--- src/rtl/johnson_decoder.sv ---
// Registered decoder and successor checker for an N-bit Johnson count.
// Produces binary index, one-hot, legality/sequence flags, lock status and a saturating error count.
module johnson_decoder #(
    parameter  int N        = 3,
    parameter  int LOCK_CNT = 4,
    localparam int W        = $clog2(2 * N)
) (
    input  logic             clk,
    input  logic             clr,
    input  logic             en,
    input  logic [N-1:0]     jc_in,
    output logic [W-1:0]     bin_out,
    output logic [2*N-1:0]   onehot_out,
    output logic             valid,
    output logic             illegal,
    output logic             seq_err,
    output logic             wrap,
    output logic             locked,
    output logic [7:0]       err_cnt
);

    typedef enum logic [1:0] {SEEK, TRACK, LOCKED} state_t;

    localparam logic [3:0]   LOCK_MAX = 4'(LOCK_CNT);
    localparam logic [W-1:0] LAST_IDX = W'(2 * N - 1);

    state_t       r_state;
    logic [3:0]   r_adv;
    logic [W-1:0] r_ref;

    logic         w_legal;
    logic [W-1:0] w_idx;
    logic [W-1:0] w_succ;
    logic         w_is_succ;
    logic         w_is_hold;
    logic [3:0]   w_adv_inc;
    logic [7:0]   w_err_inc;

    // Johnson code for index idx: MSB-first fill for idx<=N, then drain from the MSB side.
    function automatic logic [N-1:0] code_of(input int idx);
        logic [N-1:0] c;
        c = '0;
        for (int b = 0; b < N; b++) begin
            if (idx <= N) c[b] = (b >= N - idx);
            else          c[b] = (b < 2 * N - idx);
        end
        return c;
    endfunction

    // NOTE: every always_comb output gets a default first so no path leaves it unassigned (no latch).
    always_comb begin
        w_legal = 1'b0;
        w_idx   = '0;
        for (int i = 0; i < 2 * N; i++) begin
            if (jc_in == code_of(i)) begin
                w_legal = 1'b1;
                w_idx   = W'(i);
            end
        end
    end

    assign w_succ    = (r_ref == LAST_IDX) ? '0 : r_ref + W'(1);
    assign w_is_succ = (w_idx == w_succ);
    assign w_is_hold = (w_idx == r_ref);
    assign w_adv_inc = (r_adv == LOCK_MAX) ? r_adv : r_adv + 4'd1;
    assign w_err_inc = (err_cnt == 8'hFF) ? err_cnt : err_cnt + 8'd1;
    assign locked    = (r_state == LOCKED);

    // NOTE: state is updated with non-blocking assignments so every register samples pre-edge values.
    always_ff @(posedge clk or posedge clr) begin
        if (clr) begin
            r_state    <= SEEK;
            r_adv      <= '0;
            r_ref      <= '0;
            bin_out    <= '0;
            onehot_out <= '0;
            valid      <= 1'b0;
            illegal    <= 1'b0;
            seq_err    <= 1'b0;
            wrap       <= 1'b0;
            err_cnt    <= '0;
        end else begin
            seq_err <= 1'b0;
            wrap    <= 1'b0;
            if (en) begin
                if (!w_legal) begin
                    illegal    <= 1'b1;
                    valid      <= 1'b0;
                    onehot_out <= '0;
                    err_cnt    <= w_err_inc;
                    r_state    <= SEEK;
                    r_adv      <= '0;
                end else begin
                    illegal    <= 1'b0;
                    valid      <= 1'b1;
                    bin_out    <= w_idx;
                    onehot_out <= (2 * N)'(1) << w_idx;
                    if (r_state == SEEK) begin
                        r_ref   <= w_idx;
                        r_adv   <= '0;
                        r_state <= TRACK;
                    end else if (w_is_hold) begin
                        r_ref <= r_ref;
                    end else if (w_is_succ) begin
                        r_ref <= w_idx;
                        r_adv <= w_adv_inc;
                        if (w_adv_inc == LOCK_MAX) r_state <= LOCKED;
                        if (r_ref == LAST_IDX)     wrap    <= 1'b1;
                    end else begin
                        seq_err <= 1'b1;
                        err_cnt <= w_err_inc;
                        r_ref   <= w_idx;
                        r_adv   <= '0;
                        r_state <= TRACK;
                    end
                end
            end
        end
    end

endmodule

--- config.mk ---
export PLATFORM = sky130hd
export DESIGN_NAME = johnson_decoder
export DESIGN_NICKNAME = d
export VERILOG_FILES = /design/src/rtl/johnson_decoder.sv
export SDC_FILE = /design/constraint.sdc
export NUM_CORES = 1
export LEC_CHECK = 0
export CAP_MARGIN = 20
export CORE_MARGIN = 5
export CORE_UTILIZATION = 48
export DETAILED_ROUTE_END_ITERATION = 16
export PLACE_DENSITY = 0.82
export SLEW_MARGIN = 5
export SYNTH_ARGS = -nofsm -noshare
export SYNTH_HDL_FRONTEND = slang
export SYNTH_SLANG_ARGS = --single-unit
--- constraint.sdc ---
create_clock -name clk -period 2.01 [get_ports clk]
set_input_delay 0.402 -clock clk [delete_from_list [all_inputs] [get_ports clk]]
set_output_delay 0.402 -clock clk [all_outputs]
set_load 0.01 [all_outputs]
Yosys cells after proc, flatten, opt, wreduce, memory -nomap -nowiden --
Cells that the tools add are included. Widths: inputs -> output; s select.
Storage, ports and cells: flip-flop bits (word level) 30, input port bits 6, output and inout bits 22
Cells by class: $add $sub $neg 3, eq/ne operators 18, shift operators 1, muxes and demuxes 43, reduce and logical (&&, ||, !) cells 7
Operator list (count):
- $mux 8 | 5
- $mux 3 | 7
- $mux 1 | 20
- $mux 4 | 5
- $eq 3x3->1 const B | 4
- $mux 2 | 5
- $add 8x1->8 const B | 1
- $eq 4x3->1 const B | 2
- $eq 8x8->1 const B | 1
- $eq 3x3->1 | 2
- $mux 6 | 1
- $ne 2x2->1 const B | 3
- $reduce_and 3->1 | 2
- $shl 1x3->6 const A | 1
- $add 4x1->4 const B | 1
- $ne 4x2->1 const B | 1
- $reduce_and 2->1 | 2
- $reduce_and 4->1 | 1
- $add 3x1->3 const B | 1
- $eq 3x1->1 const B | 1
- $eq 3x2->1 const B | 1
- $logic_not 3->1 | 1
- $ne 3x2->1 const B | 1
- $eq 2x2->1 const B | 1
- other kinds (2) | 2

Depth between registers and ports, before layout --
depth in word-level cells 12, depth in mapped cells 8, gate-level depth less buffers 8

Worst setup path before layout --
OpenSTA, ideal clock, no wires.
path kind input-to-reg, from input port jc_in[1], to register err_cnt[1], data arrival time 1.827 ns, setup slack 0.058 ns, cell stages on the path 7, buffers on the path 1, cells stage by stage buf_2 > xnor2_1 > a211oi_1 > a311oi_1 > o31ai_4 > and2_4 > mux2_4
On the way: longest elaborated chain between the ends 9
Ends and longest elaborated chain:
- start, declared | line 11 | input logic [N-1:0] jc_in,
- $eq 3x3->1 or $logic_not 3->1 (tied branches) | line 55 | if (jc_in == code_of(i)) begin
- $mux 1 | line 55
- $mux 3 or $mux 1 (tied branches) (4 in a row) | line 55
- $eq 3x3->1, or another cell as far along | line 64 | assign w_is_hold = (w_idx == r_ref);
- $ne 2x2->1 (no line)
- $reduce_and 4->1 (no line)
- end signal, assigned | line 90 | err_cnt <= w_err_inc;
- end signal, assigned | line 111 | err_cnt <= w_err_inc;
- end, declared | line 19 | output logic [7:0] err_cnt
Several ways; a longest one is shown, not always the timed one. A chain may end at the register's enable or synchronous reset.

Worst setup path after layout --
from input port jc_in[0], to register r_ref[0]
On the way: longest elaborated chain between the ends 9
Ends and longest elaborated chain:
- $eq 3x3->1 | line 55
- $mux 1 | line 55
- $mux 3 (4 in a row) | line 55
- $eq 3x3->1 | line 64
- $ne 2x1->1 (no line)
- $reduce_and 3->1 (no line)
- end signal, assigned | line 99 | r_ref <= w_idx;
- end signal, assigned | line 103 | r_ref <= r_ref;
- end signal, assigned | line 105 | r_ref <= w_idx;
- end, declared | line 29 | logic [W-1:0] r_ref;
Several ways; a longest one is shown, not always the timed one. The select of a mux whose other input is x is not followed.

==> results.sh <==
export IMPL_status="complete, but fails checks"
export IMPL_violations="negative setup slack"
export IMPL_dieWidth_um=71.5
export IMPL_ff2ff_setup_slack_ns=0.01
export IMPL_fin_tns_setup_ns=-0.0150
export IMPL_ant_nets=0
export IMPL_start_kind="input pin"
export IMPL_critPathArrivalTime_ns=2.20
export IMPL_synth_top_area_frac=0.413
export IMPL_holdBufCountCts=0
export IMPL_cts_clk_slew_worst_paths_ns=0.06
export IMPL_synthTopCellsByArea="dfrtp_1 41%, nand2_1 4.5%, xnor2_1 4.3%"
export IMPL_antenna_found_initial=0
export IMPL_placed_area_mm2=0.00233
export IMPL_finalHoldViolCount=0
export IMPL_cts_tree="built"
export IMPL_clockBufferDepth=2
export IMPL_drive_above_1_share=0.317
export IMPL_synth_top_cell_by_area="dfrtp_1"
export IMPL_synth_edff_count=0
export IMPL_gp_congestion=0.815
export IMPL_slew_headroom=0.653
export IMPL_synth_seq_cells=30
export IMPL_fin_area_mm2=0.00271
export IMPL_core_area_mm2=0.00366
export IMPL_cp_end_kind="flip-flop"
export IMPL_root_buffer="clkbuf_8"
export IMPL_drc=0
export IMPL_cp_endpoint="r_ref[0]$_DFFE_PP0P_"
export IMPL_syn_area_mm2=0.00182
export IMPL_globalRouteOverflowTotal=0
export IMPL_vias=1740
export IMPL_synth_fp_nets=206
export IMPL_dp_hpwl_um=3190
export IMPL_vias_per_cell=5.56
export IMPL_timing_hold_ws_ns=0.497
export IMPL_path_class="input pin to flip-flop"
export IMPL_swShare=0.362
export IMPL_power_frac_clock=0.200
export IMPL_grt_pass1_wl_um=7850
export IMPL_yosys_top_cells_count="30 x dfrtp_1, 22 x nand2_1, 17 x inv_1"
export IMPL_rr_startpoint="r_ref[1]$_DFFE_PP0P_"
export IMPL_die_h_um=71.5
export IMPL_nFillCells=237
export IMPL_rsz0062_at_grt="yes"
export IMPL_drt_iter0_drc=119
export IMPL_dieArea_mm2=0.00512
export IMPL_port_buffers=27
export IMPL_final_min_clock_period_ns=2.03
export IMPL_r2r_end="wrap$_DFF_PP0_"
export IMPL_first_pass_iters=4
export IMPL_critPathRequiredTime_ns=2.18
export IMPL_slew_viol_final=0
export IMPL_clk_latency_ns=0.28
export IMPL_tightest_slew_ns=0.516
export IMPL_clkSinkCount=30
export IMPL_wl_um=5210
export IMPL_regArea_um2=753
export IMPL_p_int_mw=1.57
export IMPL_finalClockSkew_ns=0.00586
export IMPL_grt_pass1_vias=1678
export IMPL_critPathMaxFanout=6
export IMPL_areaGrowthSynthToFinish_pct=48.9
export IMPL_grtUsageTotal=0.195
export IMPL_yosysMostFrequentCell="dfrtp_1"
export IMPL_p_seq_frac=0.351
export IMPL_combPwrFrac=0.449
export IMPL_cp_startpoint="jc_in[0]"
export IMPL_synth_flop_cell="dfrtp_1"
export IMPL_wire_per_inst_um=16.6
export IMPL_ys_types=54
export IMPL_switching_power_uw=892
export IMPL_cts_buffers=5
export IMPL_finalSetupViolCount=1
export IMPL_drv_cap=0
export IMPL_async_reset_ff_frac=1.00
export IMPL_netlist_instances=197
export IMPL_ys_seq_area_frac=0.413
export IMPL_r2r_cells=6
export IMPL_io_pins=28
export IMPL_antennaDiodeCount=0
export IMPL_grt_max_degree=31
export IMPL_power_density_mw_per_mm2=911
export IMPL_num_rows=22
export IMPL_fmax_mhz=494
export IMPL_leakage_nw=1.17
export IMPL_holdCritPathClass="input pin to async pin"
export IMPL_multiInputGateArea_mm2=0.00111
export IMPL_nNetsFinal=273
export IMPL_post_route_period_util=1.01
export IMPL_syn_avg_cell_area_um2=9.22
export IMPL_ir_drop_uv=496
export IMPL_start_util=0.496
export IMPL_setup_ws_ns=-0.0150
export IMPL_h_tree_depth=2
export IMPL_ys_warn_count=0
[worst min-delay path by stage]
stage	startpoint	endpoint	cells past startpoint
2_1_floorplan	r_adv[3]$_DFFE_PP0P_	r_adv[3]$_DFFE_PP0P_	2
3_3_place_gp	err_cnt[4]$_DFFE_PP0P_	err_cnt[4]$_DFFE_PP0P_	1
3_5_place_dp	err_cnt[4]$_DFFE_PP0P_	err_cnt[4]$_DFFE_PP0P_	1
4_1_cts	err_cnt[4]$_DFFE_PP0P_	err_cnt[4]$_DFFE_PP0P_	1
5_1_grt	err_cnt[6]$_DFFE_PP0P_	err_cnt[6]$_DFFE_PP0P_	1
6_report	clr	onehot_out[2]$_DFFE_PP0P_	3
[final cells by class]
| cell class | instances | share of cell area |
|---|---|---|
| Clock buffer | 7 | 0.0319 |
| Clock inverter | 1 | 0.00185 |
| Inverter | 17 | 0.0236 |
| Multi-Input combinational cell | 138 | 0.410 |
| Sequential cell | 30 | 0.278 |
| Tap cell | 48 | 0.0222 |
| Timing Repair Buffer | 72 | 0.232 |
[kinds of logic (layout without fill, tap and decap cells)]
group                      Yosys count  in the layout  share of synthesized area
buffers and inverters               29             97                     0.0730
xor gates and xnor gates            11             11                     0.0530
DFF                                 30             30                      0.413
adders and majority gates            3              3                     0.0207
muxes                                2              2                     0.0158
and+or+nand+nor                     75             75                      0.230
AOI/OAI and AO/OA                   47             47                      0.194
[registers in the layout, indices dropped and copies added, names as in the netlist]
signal and cells:
bin_out 3, illegal 1, wrap 1, r_ref 3, r_adv 4, seq_err 1, r_state 2, err_cnt 8
valid 1, onehot_out 6
[layer usage]
layer  global-route usage  wire length, um
met1                0.229             2110
met2                0.346             2740
met3               0.0435              226
met4               0.0710              123
met5                    0                0
[timing repair]
item                       in CTS  in global routing
setup buffers                   9                  2
pin swaps                       7                  5
gates cloned                    1                  0
setup endpoints to repair      18                 12
gates resized for setup        27                 23
[power groups by stage]
stage | sequential, mW | clock [mW] | combinational (mW)
4_1_cts | 0.861 | 0.496 | 1.01
5_1_grt | 0.889 | 0.534 | 1.18
6_report | 0.866 | 0.492 | 1.11
2_1_floorplan | 0.872 | 0 | 0.502
3_5_place_dp | 0.867 | 0 | 0.920
3_3_place_gp | 0.859 | 0 | 0.887
[per-stage QoR]
step	utilization	total power [mW]	std cells	setup WS [ns]
floorplan	-	1.37	197	0.0577
global placement	0.635	1.75	293	-0.455
detailed placement	0.635	1.79	293	-0.486
CTS	0.710	2.37	311	0.00216
global route	0.739	2.61	313	-0.0590
finish	0.739	2.46	313	-0.0150
[worst max-delay path, stage by stage]
cell and delay (ns):
clkdlybuf4s15_2 0.21, buf_6 0.13, buf_6 0.12, or4_4 0.53, o21ai_4 0.09, a211oi_4 0.11
o21ai_4 0.20, o22ai_2 0.13, a221oi_2 0.26
[layout by cell type (no fill, tap or decap), types with 4 or more instances in the layout]
| cell type | instances |
|---|---|
| buf_4 | 38 |
| dfrtp_1 | 28 |
| clkdlybuf4s50_1 | 24 |
| nand2_1 | 22 |
| inv_1 | 17 |
| xnor2_1 | 9 |
| nand3_1 | 8 |
| o21ai_0 | 7 |
| nor2_1 | 6 |
| clkbuf_8 | 6 |
| buf_6 | 6 |
| nor3_1 | 4 |
| nand4_1 | 4 |
| nand2b_1 | 4 |
| a21oi_1 | 4 |
No activity file was read; power rests on OpenSTA's default activity.
